### config.mk
export PLATFORM = sky130hd
export DESIGN_NAME = mem_access_ctrl
export DESIGN_NICKNAME = d
export VERILOG_FILES = /design/src/rtl/mem_access_ctrl.sv
export SDC_FILE = /design/constraint.sdc
export NUM_CORES = 1
export LEC_CHECK = 0
export BUFFER_PORTS_ARGS = -buffer_cell sky130_fd_sc_hd__buf_2
export CAP_MARGIN = 20
export CORE_ASPECT_RATIO = 1.2
export CORE_MARGIN = 2
export CORE_UTILIZATION = 38
export CTS_CLUSTER_DIAMETER = 150
export DETAILED_ROUTE_END_ITERATION = 16
export GPL_TIMING_DRIVEN = 0
export HOLD_SLACK_MARGIN = 0.08
export PLACE_DENSITY = 0.67
export SLEW_MARGIN = 20
export SYNTH_ARGS = -nofsm -noshare
export SYNTH_HDL_FRONTEND = slang
export SYNTH_SLANG_ARGS = --single-unit
### constraint.sdc
create_clock -name clk -period 10.05 [get_ports clk]
set_clock_uncertainty 0.15 [all_clocks]
set_input_delay 1.005 -clock clk [delete_from_list [all_inputs] [get_ports clk]]
set_output_delay 1.005 -clock clk [all_outputs]
set_load 0.03 [all_outputs]
### src/rtl/mem_access_ctrl.sv
// mem_access_ctrl: shares one byte-wide RAM port between instruction fetch
// (32-bit reads) and the load/store buffer (byte/half/word loads and stores).
// Each granted request becomes 1-4 single-byte RAM cycles and finishes with a
// one-cycle ok pulse on the matching requester port.
module mem_access_ctrl #(
  parameter int         ADDR_W = 32,
  parameter logic [1:0] IO_HI  = 2'b11
) (
  input  logic              clk,
  input  logic              rst,
  input  logic              rdy,
  input  logic              clear,
  input  logic              if_req,
  input  logic [ADDR_W-1:0] if_addr,
  output logic              if_ok,
  output logic [31:0]       if_data,
  input  logic              ls_load_req,
  input  logic              ls_store_req,
  input  logic [1:0]        ls_size,
  input  logic [ADDR_W-1:0] ls_addr,
  input  logic [31:0]       ls_wdata,
  output logic              ls_ok,
  output logic [31:0]       ls_rdata,
  input  logic [7:0]        mem_din,
  output logic [7:0]        mem_dout,
  output logic [ADDR_W-1:0] mem_a,
  output logic              mem_wr,
  input  logic              io_buffer_full
);

  typedef enum logic {IDLE, BUSY} state_t;
  typedef enum logic [1:0] {OP_FETCH, OP_LOAD, OP_STORE} op_t;

  state_t            state;
  op_t               op;
  logic [2:0]        nbytes;
  logic [2:0]        cnt;
  logic              quiet;
  logic [ADDR_W-1:0] base;
  logic [31:0]       wdata;
  logic [31:0]       acc;

  logic              if_pend;
  logic [ADDR_W-1:0] if_pend_addr;
  logic              ls_pend;
  logic              ls_pend_store;
  logic              ls_pend_quiet;
  logic [1:0]        ls_pend_size;
  logic [ADDR_W-1:0] ls_pend_addr;
  logic [31:0]       ls_pend_wdata;

  logic              if_take;
  logic              ls_take;
  logic              ls_stall;
  logic              grant_ls;
  logic              grant_if;
  logic [2:0]        cnt_nxt;
  logic [1:0]        rd_idx;

  function automatic logic [2:0] size_bytes(input logic [1:0] sz);
    case (sz)
      2'd0:    return 3'd1;
      2'd1:    return 3'd2;
      default: return 3'd4;
    endcase
  endfunction

  function automatic logic [7:0] pick_byte(input logic [31:0] word, input logic [1:0] idx);
    return word[{idx, 3'b000} +: 8];
  endfunction

  function automatic logic [31:0] insert_byte(input logic [31:0] word, input logic [1:0] idx,
                                              input logic [7:0] b);
    logic [31:0] w;
    w = word;
    w[{idx, 3'b000} +: 8] = b;
    return w;
  endfunction

  // Request acceptance and arbitration; a stalled IO store lets fetch through.
  always_comb begin
    if_take  = if_req && rdy && !clear;
    ls_take  = (ls_load_req || ls_store_req) && rdy && !clear;
    ls_stall = ls_pend_store && (ls_pend_addr[17:16] == IO_HI) && io_buffer_full;
    grant_ls = (state == IDLE) && rdy && ls_pend && !ls_stall && (ls_pend_store || !clear);
    grant_if = (state == IDLE) && rdy && !grant_ls && if_pend && !clear;
    cnt_nxt  = cnt + 3'd1;
    rd_idx   = cnt[1:0] - 2'd1;
  end

  // Pending-slot payloads, latched transaction data and read-byte assembly.
  always_ff @(posedge clk) begin
    if (if_take) if_pend_addr <= if_addr;
    if (ls_take) begin
      ls_pend_addr  <= ls_addr;
      ls_pend_size  <= ls_size;
      ls_pend_wdata <= ls_wdata;
    end
    if (grant_ls) begin
      base  <= ls_pend_addr;
      wdata <= ls_pend_wdata;
    end else if (grant_if) begin
      base  <= if_pend_addr;
    end
    if (grant_ls || grant_if)
      acc <= '0;
    else if (state == BUSY && cnt_nxt >= 3'd2)
      acc <= insert_byte(acc, rd_idx, mem_din);
  end

  // Pending flags, IDLE/BUSY sequencing and all registered outputs.
  always_ff @(posedge clk) begin
    if (rst) begin
      state         <= IDLE;
      op            <= OP_FETCH;
      nbytes        <= 3'd4;
      cnt           <= '0;
      quiet         <= 1'b0;
      if_pend       <= 1'b0;
      ls_pend       <= 1'b0;
      ls_pend_store <= 1'b0;
      ls_pend_quiet <= 1'b0;
      if_ok         <= 1'b0;
      ls_ok         <= 1'b0;
      if_data       <= '0;
      ls_rdata      <= '0;
      mem_a         <= '0;
      mem_dout      <= '0;
      mem_wr        <= 1'b0;
    end else begin
      if_ok <= 1'b0;
      ls_ok <= 1'b0;

      if (if_take)                 if_pend <= 1'b1;
      else if (grant_if || clear)  if_pend <= 1'b0;

      // A flush drops a pending load but only silences a pending store.
      if (ls_take) begin
        ls_pend       <= 1'b1;
        ls_pend_store <= ls_store_req;
        ls_pend_quiet <= 1'b0;
      end else if (grant_ls) begin
        ls_pend <= 1'b0;
      end else if (clear) begin
        if (!ls_pend_store) ls_pend <= 1'b0;
        ls_pend_quiet <= 1'b1;
      end

      case (state)
        IDLE: begin
          if (grant_ls) begin
            state  <= BUSY;
            op     <= ls_pend_store ? OP_STORE : OP_LOAD;
            nbytes <= size_bytes(ls_pend_size);
            cnt    <= '0;
            quiet  <= ls_pend_quiet || clear;
            mem_a  <= ls_pend_addr;
            mem_wr <= ls_pend_store;
            if (ls_pend_store) mem_dout <= ls_pend_wdata[7:0];
          end else if (grant_if) begin
            state  <= BUSY;
            op     <= OP_FETCH;
            nbytes <= 3'd4;
            cnt    <= '0;
            quiet  <= 1'b0;
            mem_a  <= if_pend_addr;
            mem_wr <= 1'b0;
          end
        end
        BUSY: begin
          cnt <= cnt_nxt;
          if (op == OP_STORE) begin
            // Stores always run to completion; a flush only mutes the ok.
            if (clear) quiet <= 1'b1;
            if (cnt_nxt == nbytes) begin
              mem_wr <= 1'b0;
              ls_ok  <= !(quiet || clear);
              state  <= IDLE;
            end else begin
              mem_a    <= base + ADDR_W'(cnt_nxt);
              mem_dout <= pick_byte(wdata, cnt_nxt[1:0]);
            end
          end else if (clear) begin
            state <= IDLE;
          end else begin
            if (cnt_nxt < nbytes) mem_a <= base + ADDR_W'(cnt_nxt);
            // Read data trails the address by one cycle, so the last byte
            // lands one edge after the last address was sampled.
            if (cnt_nxt == nbytes + 3'd1) begin
              state <= IDLE;
              if (op == OP_FETCH) begin
                if_ok   <= 1'b1;
                if_data <= insert_byte(acc, rd_idx, mem_din);
              end else begin
                ls_ok    <= 1'b1;
                ls_rdata <= insert_byte(acc, rd_idx, mem_din);
              end
            end
          end
        end
        default: state <= IDLE;
      endcase
    end
  end

endmodule

==> implementation parameters, run 1 <==
Parameter                              Value

Status
  Status    finished, final reports clean

Min path
  Hold Path Depth    0
  Kind of path behind the tightest hold check    reg -> reg

Job
  Maximum capacitance violations    0

Setup path
  Worst-path cell chain    buf_2, inv_1, ha_1, ha_1, and3_1, o21ai_0, a31oi_1, nor3_4, nand2_1, clkbuf_1, o221ai_1
  Total buffers and inverters traversed by the critical path    3
  Worst path required time    just over 10 ns
  Category of the worst setup path launch point    flip-flop
  Peak per-stage delay on the critical path    0.64 ns
  Critical Path Fanout Max    10
  Depth of the worst register-to-register path    11
  Endpoint arrival time on the critical path    4.42 ns
  Critical Path Most Common Cell    sky130_fd_sc_hd__ha_1
  Worst path slowest cell    sky130_fd_sc_hd__dfxtp_1
  Largest delay contributor family on the critical path    buffers and inverters
  Crit path capture type    flip-flop
  Cell count along the critical path    11
  Worst setup path category    reg -> reg

Timing
  Summed negative setup slack over all endpoints    0 ns
  Period utilisation layout    41.2%
  Unrepaired setup endpoints after global routing    false
  Maximum frequency from static timing analysis    about 0.24 GHz
  Min Tclk post-route    roughly 4.1 ns
  Final Hold Fails    0
  Pin slew with the least headroom to its limit    between 1 and 1.5 ns
  Worst slew margin    30.3%
  Number of slew-limit violations in the final report    0
  Finish-stage setup viols    0

Yosys
  Synthesized net count    1161
  Netlist cell types    54
  Async set-reset flop share out of synthesis    0%
  Synthesized instance count    between 1k and 1.5k
  Summed instance area of the synthesized netlist    about 12000 um2
  Share of synthesized area occupied by flip-flops and latches    64.0%
  Register bit count reported by yosys    approximately 320
  Count of yosys warnings during synthesis    0
  Mean Syn Cell Area    between 10 and 15 um2
  Number of enable-type register cells in the synthesized netlist    approximately 160
  Predominant post-synthesis flop cell    sky130_fd_sc_hd__edfxtp_1

Detailed routing
  Met2 routed WL    around 16 mm
  Antenna-violating nets left    0
  Number of vias per cell after detailed routing    5.18
  Pre-Repair DR Iteration Count    5
  Total detailed-routing wirelength    31.4 mm
  Total number of vias    ~8.9k
  Highest routing layer actually used    met5
  Number of remaining DRC errors    0
  Per-cell routed wire length    around 18 um
  Total length of routed met3 wires    approximately 2.1 mm
  Iteration-0 DRC count of the detailed router    ~620
  Metal1 wirelength    approximately 13 mm

CTS
  Total clock sinks    315
  CTS tree    built
  Number of CTS-inserted buffers    34
  Latest clock arrival within the worst-skew pair    between 0.5 and 0.6 ns
  Hold buffer count at cts    0
  H-Tree Depth    2
  Post_cts resized    0
  Buffer type at the clock tree root    sky130_fd_sc_hd__clkbuf_16
  Setup fix buffers added after clock tree synthesis    0
  Longest Clk Path Bufs    3
  Clock transition at the register clock pins on the worst setup and hold paths after CTS    0.07 ns

Pwr
  Total power per unit cell area    between 150 and 200 nW/um2
  Peak VDD IR    about 160 uV
  Leakage power figure    approximately 5.8 nW
  Total chip power    about 0.0029 W

Die
  Effective utilization at floorplan    between 30% and 40%
  IO Pins    approximately 220
  Width of the die    ~170 um
  Die span in y    slightly above 200 um
  Overall die area    about 34000 um2
  Floorplan core area    ~32000 um2
  Number of placement rows    a little over 70

Global route
  Grt ovf    0
  Vias in the first global route    about 8.7k
  First-pass GRT wire length    about 49 mm
  Initial antenna violation count    4
  GRT Util Overall    between 15 and 20%
  Pin count of the biggest net entering global routing    between 40 and 50

Placement
  HPWL after detailed placement    around 23 mm
  Count of buffers from port buffering    220
  Routability cong.    a little over 0.8

Layout
  Most frequent standard cell in the layout excluding fill and tap cells    sky130_fd_sc_hd__buf_2
  Proportion of layout cells with a drive suffix above 1    a little over a quarter
  Count of nets after finishing    between 1k and 1.5k
  Leading cell types in the layout, fill and taps excluded    236 x sky130_fd_sc_hd__buf_2, 162 x sky130_fd_sc_hd__edfxtp_1, 153 x sky130_fd_sc_hd__dfxtp_1
  Area growth syn-to-layout    22.6%
## area by class of cell
cell class	count	area (um2)
tap	407	509
multi-input combinational	650	4160
clock inverter	15	165
clock buffer	43	926
buffer	57	277
inverter	11	41.3
timing repair buffer	224	1190
sequential	315	7930
antenna	2	5.00
fill	2914	17000
## power breakdown
| part | switching [W] | internal [W] |
|---|---|---|
| logic | 0.000120 | 0.0000787 |
| clock network | 0.000495 | 0.000731 |
| registers | 0.0000254 | 0.00142 |
| total | 0.000641 | 0.00223 |
## per-layer routing
layer | GRT usage, % | vias up
li1 | - | 4302
met2 | 31.9 | 313
met4 | 5.79 | 4
met1 | 23.0 | 4251
met3 | 3.86 | 55
met5 | 0 | -
## cell usage after synthesis, drive strengths merged (2+ instances only)
cell,count,area [um2]
a21oi,59,295
nor2b,37,231
inv,11,41.3
and2,5,31.3
xor2,18,165
edfxtp,162,4860
mux2i,11,110
o221ai,4,35.0
ha,13,163
a21o,2,15.0
a211o,2,17.5
nand3,14,70.1
nor3,13,97.6
buf,32,180
a22oi,6,45.0
clkbuf,25,93.8
nor4b,2,30.0
and3,7,43.8
nand2,94,353
xnor2,15,131
a32oi,3,26.3
mux4,8,180
o21ai,19,95.1
a211oi,105,873
a22o,15,131
mux2,14,158
nand4,11,68.8
o211ai,4,30.0
a31oi,4,31.3
nor2,146,548
dfxtp,153,3060
o22ai,2,12.5
and4,6,52.6
## state kept, by name (all words and copies together), names as in the netlist, 2 cells and up
name           count
if_data           32
mem_a             32
cnt                3
wdata             32
nbytes             3
if_pend_addr      32
mem_dout           8
base              32
acc               32
ls_pend_size       2
ls_pend_addr      32
ls_pend_wdata     32
op                 2
ls_rdata          32
## logic make-up after synthesis
family | Yosys count | synth area share, %
flops | 315 | 64.0
xor+xnor | 33 | 2.39
fa+ha+maj | 14 | 1.47
buf+inv | 68 | 2.54
compound gates | 230 | 13.3
simple gates | 340 | 12.7
mux | 33 | 3.61
## per-stage QoR
stage                     hold WS, ns  setup WS (ns)  cell area (um2)  instances  util (%)
after floorplan                 0.250           6.52            12400       1033         -
after global placement          0.255           5.41            14000       1660      43.5
after detailed placement        0.255           5.83            14100       1664      43.8
after CTS                       0.265           5.80            15200       1722      47.2
after global routing            0.268           5.42            15200       1723      47.2
final                           0.264           5.91            15200       1724      47.3
## path summary, 6_finish.rpt
check / startpoint / slack (ns) / end
hold / removal: ls_pend_wdata[22]$_DFFE_PP_ / 0.26 / wdata[22]$_DFFE_PN_
setup / recovery: cnt[0]$_SDFFE_PP0P_ / 5.91 / mem_a[26]$_SDFFE_PP0P_
setup reg to reg: cnt[0]$_SDFFE_PP0P_ / 5.91 / mem_a[26]$_SDFFE_PP0P_
hold reg to reg: ls_pend_wdata[22]$_DFFE_PP_ / 0.26 / wdata[22]$_DFFE_PN_
Power figures use the tool's default switching activity.
==> inputs of run 2 (changes only) <==
ABC_AREA = 1   (was default)
clock period = 4.1 ns   (was 10.05 ns; I/O delays follow)
==> run 2 against run 1 <==
  * Combinational power grew to 3.0 times the previous value
  * Sequential power is 150% higher
  * Critical path depth is 1 lower
  * Wire length is 25% higher
  * Flip-flop and latch count stayed put
  * Global-route usage is 3.0 points higher
  * Final cell count is 34% higher
  * Worst setup slack worse by 5.4 ns
  * Power grew to 2.5 times the previous value
  * Fmax is 17% higher
  * Clock-buffer cell count is 2 higher
  * Critical path type unchanged
  * Utilization is 2.6 points higher
==> implementation parameters, run 2 <==
Parameter                              Value

Setup path
  Worst-path cell chain    clkbuf_1, clkinvlp_4, ha_1, buf_4, inv_1, nor2_4, nand3_1, o22ai_1, o21ai_0, a21oi_1
  Category of the worst setup path launch point    flip-flop
  Endpoint arrival time on the critical path    3.84 ns (-0.58 ns)
  Worst path slowest cell    sky130_fd_sc_hd__dfxtp_1
  Largest delay contributor family on the critical path    buffers and inverters
  Worst path required time    4.39 ns (-5.94 ns)
  Crit path capture type    flip-flop
  Critical Path Fanout Max    9 (-1)
  Peak per-stage delay on the critical path    0.44 ns (-0.20 ns)
  Worst setup path category    reg -> reg
  Total buffers and inverters traversed by the critical path    4 (+1)

Yosys
  Commonest cells post-synth    340 x sky130_fd_sc_hd__nand2_1, 200 x sky130_fd_sc_hd__nor2_1, 162 x sky130_fd_sc_hd__edfxtp_1
  Synthesized instance count    1465 (+42%)
  Netlist cell types    41 (-24%)
  Mean Syn Cell Area    8.97 um2 (-25%)
  Async set-reset flop share out of synthesis    0% (unchanged)
  Count of yosys warnings during synthesis    0 (unchanged)
  Summed instance area of the synthesized netlist    13100 um2 (+6.1%)
  Register bit count reported by yosys    315 (unchanged)
  Dominant cell by count in the synthesized netlist    sky130_fd_sc_hd__nand2_1
  Share of synthesized area occupied by flip-flops and latches    60.3% (-3.7 points)
  Synthesized net count    1593 (+37%)
  Cell type with the largest total area after synthesis    sky130_fd_sc_hd__edfxtp_1
  Share of Yosys cell area claimed by the top area cell type    37.0% (-2.2 points)
  Number of enable-type register cells in the synthesized netlist    162 (unchanged)
  Cells taking the most area after synthesis    sky130_fd_sc_hd__edfxtp_1 37%, sky130_fd_sc_hd__dfxtp_1 23%, sky130_fd_sc_hd__nand2_1 9.7%
  Predominant post-synthesis flop cell    sky130_fd_sc_hd__edfxtp_1

Layout
  Combined area of the multi-input logic cells    4380 um2 (+5.3%)
  Area growth syn-to-layout    29.3%
  Proportion of layout cells with a drive suffix above 1    17.6% (-8.9 points)
  Most frequent standard cell in the layout excluding fill and tap cells    sky130_fd_sc_hd__nand2_1
  Leading cell types in the layout, fill and taps excluded    340 x sky130_fd_sc_hd__nand2_1, 238 x sky130_fd_sc_hd__buf_2, 200 x sky130_fd_sc_hd__nor2_1
  Count of fill cells added during filler insertion    3207 (+10%)
  Register cell area after layout    7930 um2 (unchanged)
  Count of nets after finishing    1951 (+37%)
  Post-route standard cell area excluding fillers    17000 um2 (+12%)

Pwr
  Total power per unit cell area    425 nW/um2 (+130%)
  Leakage power figure    7.37 nW (+28%)
  Relative contribution of combinational cells to total power    8.3% (+1.4 points)
  Peak VDD IR    466 uV (+200%)
  Switching power of the nets    0.00169 W (+160%)
  Power share of the sequential group    49.0% (-1.3 points)
  Power share of the clock group    42.6% (about the same)
  Switching fraction of total power    23.4% (+1.1 points)
  Internal power    0.00553 W (+150%)

Detailed routing
  Highest routing layer actually used    met4
  Pre-Repair DR Iteration Count    5 (unchanged)
  Metal1 wirelength    16.2 mm (+25%)
  Total length of routed met3 wires    2.21 mm (+7.1%)
  Iteration-0 DRC count of the detailed router    801 (+30%)
  Antenna-violating nets left    0 (unchanged)
  Met2 routed WL    19.0 mm (+23%)
  Number of vias per cell after detailed routing    4.92 (-5.0%)
  Number of remaining DRC errors    0 (unchanged)
  Total number of vias    11.4k (+27%)
  Total detailed-routing wirelength    39.2 mm (+25%)
  Per-cell routed wire length    17.0 um (-6.8%)

CTS
  Clock transition at the register clock pins on the worst setup and hold paths after CTS    0.06 ns (about the same)
  Latest clock arrival within the worst-skew pair    0.52 ns (about the same)
  Number of CTS-inserted buffers    34 (unchanged)
  CTS tree    built
  H-Tree Depth    2 (unchanged)
  Total clock sinks    315 (unchanged)
  Longest Clk Path Bufs    3 (unchanged)
  Buffer type at the clock tree root    sky130_fd_sc_hd__clkbuf_16

Placement
  Count of buffers from port buffering    219 (-0.45%)
  Routability cong.    0.948 (+17%)
  HPWL after detailed placement    27.4 mm (+20%)
  Post-detailed-placement cell area    14800 um2 (+5.2%)

Timing
  Min Tclk post-route    3.54 ns (-0.594 ns)
  Summed negative setup slack over all endpoints    0 ns (unchanged)
  Worst slew margin    34.2% (+3.9 points)
  Finish-stage setup viols    0 (unchanged)
  Unrepaired setup endpoints after global routing    false
  Final Hold Fails    0 (unchanged)
  Number of slew-limit violations in the final report    0 (unchanged)
  Maximum frequency from static timing analysis    0.282 GHz (+17%)
  Period utilisation layout    86.5% (+45 points)
  Pin slew with the least headroom to its limit    0.987 ns (-0.0500 ns)

Die
  Effective utilization at floorplan    38.6% (+0.041 points)
  Width of the die    174 um (+2.9%)
  Floorplan core area    34100 um2 (+5.9%)
  Number of placement rows    74 (+2.8%)
  IO Pins    221 (unchanged)
  Die span in y    208 um (+2.9%)
  Overall die area    36100 um2 (+5.9%)

Job
  Maximum capacitance violations    0 (unchanged)

Status
  Status    finished, final reports clean

Global route
  Grt ovf    0 (unchanged)
  Initial antenna violation count    2 (-2)
  Vias in the first global route    11.1k (+27%)
  First-pass GRT wire length    60.6 mm (+24%)
  GRT Util Overall    21.4% (+3.0 points)
  Pin count of the biggest net entering global routing    51 (+4.1%)

Min path
  Kind of path behind the tightest hold check    in -> reg
-- run 2: worst paths after layout --
path                                from              endpoint  slack (ns)  cells after the start
min reg2reg  ls_pend_wdata[30]$_DFFE_PP_   wdata[30]$_DFFE_PN_        0.27                      0
min                                clear      ls_ok$_SDFF_PP0_        0.15                      4
max                  cnt[0]$_SDFFE_PP0P_  acc[12]$_SDFFE_PP0P_        0.56                     10
max reg2reg          cnt[0]$_SDFFE_PP0P_  acc[12]$_SDFFE_PP0P_        0.56                     10
-- run 2: cell type report --
| cell class | instances | share of cell area, % |
|---|---|---|
| Buffer | 63 | 1.69 |
| Timing Repair Buffer | 322 | 12.6 |
| Clock buffer | 45 | 5.73 |
| Clock inverter | 16 | 0.869 |
| Multi-Input combinational cell | 939 | 25.8 |
| Tap cell | 456 | 3.36 |
| Antenna cell | 4 | 0.0589 |
| Sequential cell | 315 | 46.6 |
| Inverter | 148 | 3.31 |
-- run 2: metrics by stage --
stage                     setup slack [ns]  power (W)  instances  hold slack [ns]  utilization (%)
after floorplan                       1.39    0.00391       1465            0.250                -
after global placement             -0.0348    0.00410       2140            0.253             43.5
after detailed placement           -0.0494    0.00412       2141            0.255             43.6
after CTS                            0.124    0.00725       2302            0.133             49.8
after global routing                 0.239    0.00747       2306            0.174             49.9
final                                0.555    0.00722       2308            0.154             49.9
-- run 2: what timing repair did --
action	4_1_cts	5_1_grt
hold buffers	100	0
endpoints found under the setup margin	9	25
gates resized for setup	1	1
buffers inserted	0	2
endpoints found under the hold margin	100	0
-- run 2: power by group through the flow --
| stage | Clock, W | Combinational [W] | Sequential (W) |
|---|---|---|---|
| CTS | 0.00312 | 0.000592 | 0.00354 |
| floorplan | 0 | 0.000287 | 0.00362 |
| global placement | 0 | 0.000501 | 0.00360 |
| finish | 0.00308 | 0.000601 | 0.00354 |
| detailed placement | 0 | 0.000517 | 0.00361 |
| global route | 0.00326 | 0.000660 | 0.00355 |
-- run 2: cells by family (layout without fill, tap and decap cells) --
kind of cell	after synthesis	count (layout)	share of synthesized area (%)
buffers and inverters	211	594	6.41
adder cells (fa/ha/maj)	14	14	1.39
multiplexers	3	3	0.228
AND/OR/NAND/NOR	649	649	20.2
AO/OA/AOI/OAI	263	263	10.8
flip-flops	315	315	60.3
XOR/XNOR	10	10	0.724
other	0	4	0
-- run 2: layer usage --
layer,up-vias,track usage (%)
met4,0,10.1
met1,5284,26.6
li1,5577,-
met2,400,36.8
met5,-,0
met3,93,2.91
-- run 2: worst register-to-register path, stage by stage, from the launching register on --
cell and delay [ns]:
sky130_fd_sc_hd__dfxtp_1 0.44, sky130_fd_sc_hd__clkbuf_1 0.38, sky130_fd_sc_hd__clkinvlp_4 0.21, sky130_fd_sc_hd__ha_1 0.43, sky130_fd_sc_hd__buf_4 0.22, sky130_fd_sc_hd__inv_1 0.21, sky130_fd_sc_hd__nor2_4 0.38, sky130_fd_sc_hd__nand3_1 0.37
sky130_fd_sc_hd__o22ai_1 0.42, sky130_fd_sc_hd__o21ai_0 0.14, sky130_fd_sc_hd__a21oi_1 0.14
==> inputs of run 3 (changes only) <==
CORE_ASPECT_RATIO = 1.1   (was 1.2)
==> run 3 against run 2 <==
  * Clock-buffer cell count increased by 7
  * Worst setup slack got worse by 0.090 ns
  * Via count decreased by 0.70%
  * Largest cell class unchanged
==> implementation parameters, run 3 (synthesis results as in run 2) <==
Parameter                              Value

Die
  Number of placement rows    71 (-4.1%)
  Die span in y    199 um (-4.2%)
  Floorplan core area    34100 um2 (+0.12%)
  Width of the die    181 um (+4.3%)
  Effective utilization at floorplan    38.5% (-0.045 points)
  IO Pins    221 (unchanged)
  Overall die area    36100 um2 (about the same)

Detailed routing
  Number of vias per cell after detailed routing    4.93 (+0.25%)
  Iteration-0 DRC count of the detailed router    858 (+7.1%)
  Per-cell routed wire length    17.4 um (+2.4%)
  Total detailed-routing wirelength    39.7 mm (+1.4%)
  Antenna-violating nets left    0 (unchanged)
  Pre-Repair DR Iteration Count    6 (+1)
  Total number of vias    11.3k (-0.70%)
  Number of remaining DRC errors    0 (unchanged)

Layout
  Area growth syn-to-layout    29.1%
  Most frequent standard cell in the layout excluding fill and tap cells    sky130_fd_sc_hd__nand2_1
  Leading cell types in the layout, fill and taps excluded    340 x sky130_fd_sc_hd__nand2_1, 238 x sky130_fd_sc_hd__buf_2, 200 x sky130_fd_sc_hd__nor2_1
  Final design utilization    49.7% (-0.15 points)
  Proportion of layout cells with a drive suffix above 1    17.5% (-0.15 points)
  Count of nets after finishing    1951 (unchanged)

Timing
  Min Tclk post-route    3.64 ns (+0.0905 ns)
  Period utilisation layout    88.7% (+2.2 points)
  Number of slew-limit violations in the final report    0 (unchanged)
  Pin slew with the least headroom to its limit    1.01 ns (+0.0234 ns)
  Finish-stage setup viols    0 (unchanged)
  Min Hold Slack    0.143 ns (-0.0111 ns)
  Final Hold Fails    0 (unchanged)
  Summed negative setup slack over all endpoints    0 ns (unchanged)
  Worst slew margin    32.6% (-1.6 points)
  Maximum frequency from static timing analysis    0.275 GHz (-2.5%)
  Unrepaired setup endpoints after global routing    false

Global route
  Vias in the first global route    10.9k (-1.2%)
  First-pass GRT wire length    60.2 mm (-0.66%)
  Grt ovf    0 (unchanged)
  GRT Util Overall    21.5% (+0.13 points)
  Pin count of the biggest net entering global routing    43 (-16%)
  Initial antenna violation count    1 (-1)

CTS
  Number of CTS-inserted buffers    34 (unchanged)
  Longest Clk Path Bufs    3 (unchanged)
  Total clock sinks    315 (unchanged)
  CTS tree    built
  Buffer type at the clock tree root    sky130_fd_sc_hd__clkbuf_16
  Latest clock arrival within the worst-skew pair    0.52 ns (about the same)
  H-Tree Depth    2 (unchanged)
  Clock transition at the register clock pins on the worst setup and hold paths after CTS    0.06 ns (about the same)

Setup path
  Endpoint arrival time on the critical path    3.93 ns (+0.09 ns)
  Category of the worst setup path launch point    flip-flop
  Critical Path Fanout Max    9 (unchanged)
  Critical Path Most Common Cell    sky130_fd_sc_hd__nand3_1
  First element of the critical path    cnt[0]$_SDFFE_PP0P_
  Worst path required time    4.40 ns (about the same)
  Worst path slowest cell    sky130_fd_sc_hd__dfxtp_1
  Worst setup path category    reg -> reg
  Crit path capture type    flip-flop
  Source of the worst register-to-register timing path    cnt[0]$_SDFFE_PP0P_
  Peak per-stage delay on the critical path    0.45 ns (about the same)
  Worst-path cell chain    clkbuf_1, clkinvlp_4, ha_1, buf_4, inv_1, nor2_4, nand3_1, o22ai_1, nand3_1, a21oi_1

Min path
  Worst hold path startpoint    clear
  Kind of path behind the tightest hold check    in -> reg

Placement
  Count of buffers from port buffering    219 (unchanged)
  Routability cong.    0.922 (-2.7%)
  HPWL after detailed placement    27.6 mm (+0.48%)

Pwr
  Peak VDD IR    425 uV (-8.6%)
  Total power per unit cell area    422 nW/um2 (-0.75%)
  Leakage power figure    7.37 nW (about the same)
  Total chip power    0.00715 W (-0.93%)

Job
  Maximum capacitance violations    0 (unchanged)

Status
  Status    finished, final reports clean
[run 3: repair_timing]
item | in CTS | in global routing
hold buffers | 100 | 0
setup endpoints to repair | 17 | 23
pin swaps | 0 | 0
buffers inserted | 0 | 1
hold endpoints to repair | 100 | 0
resized for setup | 1 | 2
[run 3: power breakdown]
part / switching [W] / internal (W)
Clock: 0.00124 / 0.00176
Sequential: 0.0000577 / 0.00348
Combinational: 0.000373 / 0.000238
[run 3: final cells by class]
cell class / count / area [um2]
flip-flops and latches: 315 / 7930
clock buffers: 52 / 1040
multi-input cells: 939 / 4380
diodes: 1 / 2.50
repair buffers: 322 / 2160
clock inverters: 8 / 52.6
well taps: 438 / 548
fillers: 3174 / 17100
inverters: 148 / 562
plain buffers: 63 / 287
[run 3: layer usage]
layer / routed length, um / track usage [%] / up-vias
li1: - / - / 5563
met1: 16900 / 26.9 / 5242
met2: 19400 / 37.3 / 398
met3: 2250 / 3.30 / 71
met4: 1270 / 9.12 / 0
met5: 0 / 0 / -
[run 3: path summary, 6_finish.rpt]
kind	endpoint	slack, ns	cells after the start
worst max-delay path	if_data[12]$_SDFFE_PP0P_	0.46	10
worst min-delay path	ls_ok$_SDFF_PP0_	0.14	4
worst max register to register	if_data[12]$_SDFFE_PP0P_	0.46	10
worst min register to register	wdata[19]$_DFFE_PN_	0.26	0
[run 3: critical path: cells and delay by family, from the launching register on]
family	cells	cell delay (ns)
DFF	1	0.45
AOI/OAI and AO/OA	2	0.59
adders and majority gates	1	0.43
and+or+nand+nor	3	0.90
buffers and inverters	4	1.05
[run 3: stage by stage]
| step | setup WS [ns] | std cells | instance area [um2] |
|---|---|---|---|
| after floorplan | 1.39 | 1465 | 13100 |
| after CTS | 0.0865 | 2284 | 16900 |
| after global placement | -0.0258 | 2122 | 14800 |
| final | 0.465 | 2286 | 17000 |
| after global routing | 0.226 | 2286 | 17000 |
| after detailed placement | -0.108 | 2124 | 14800 |
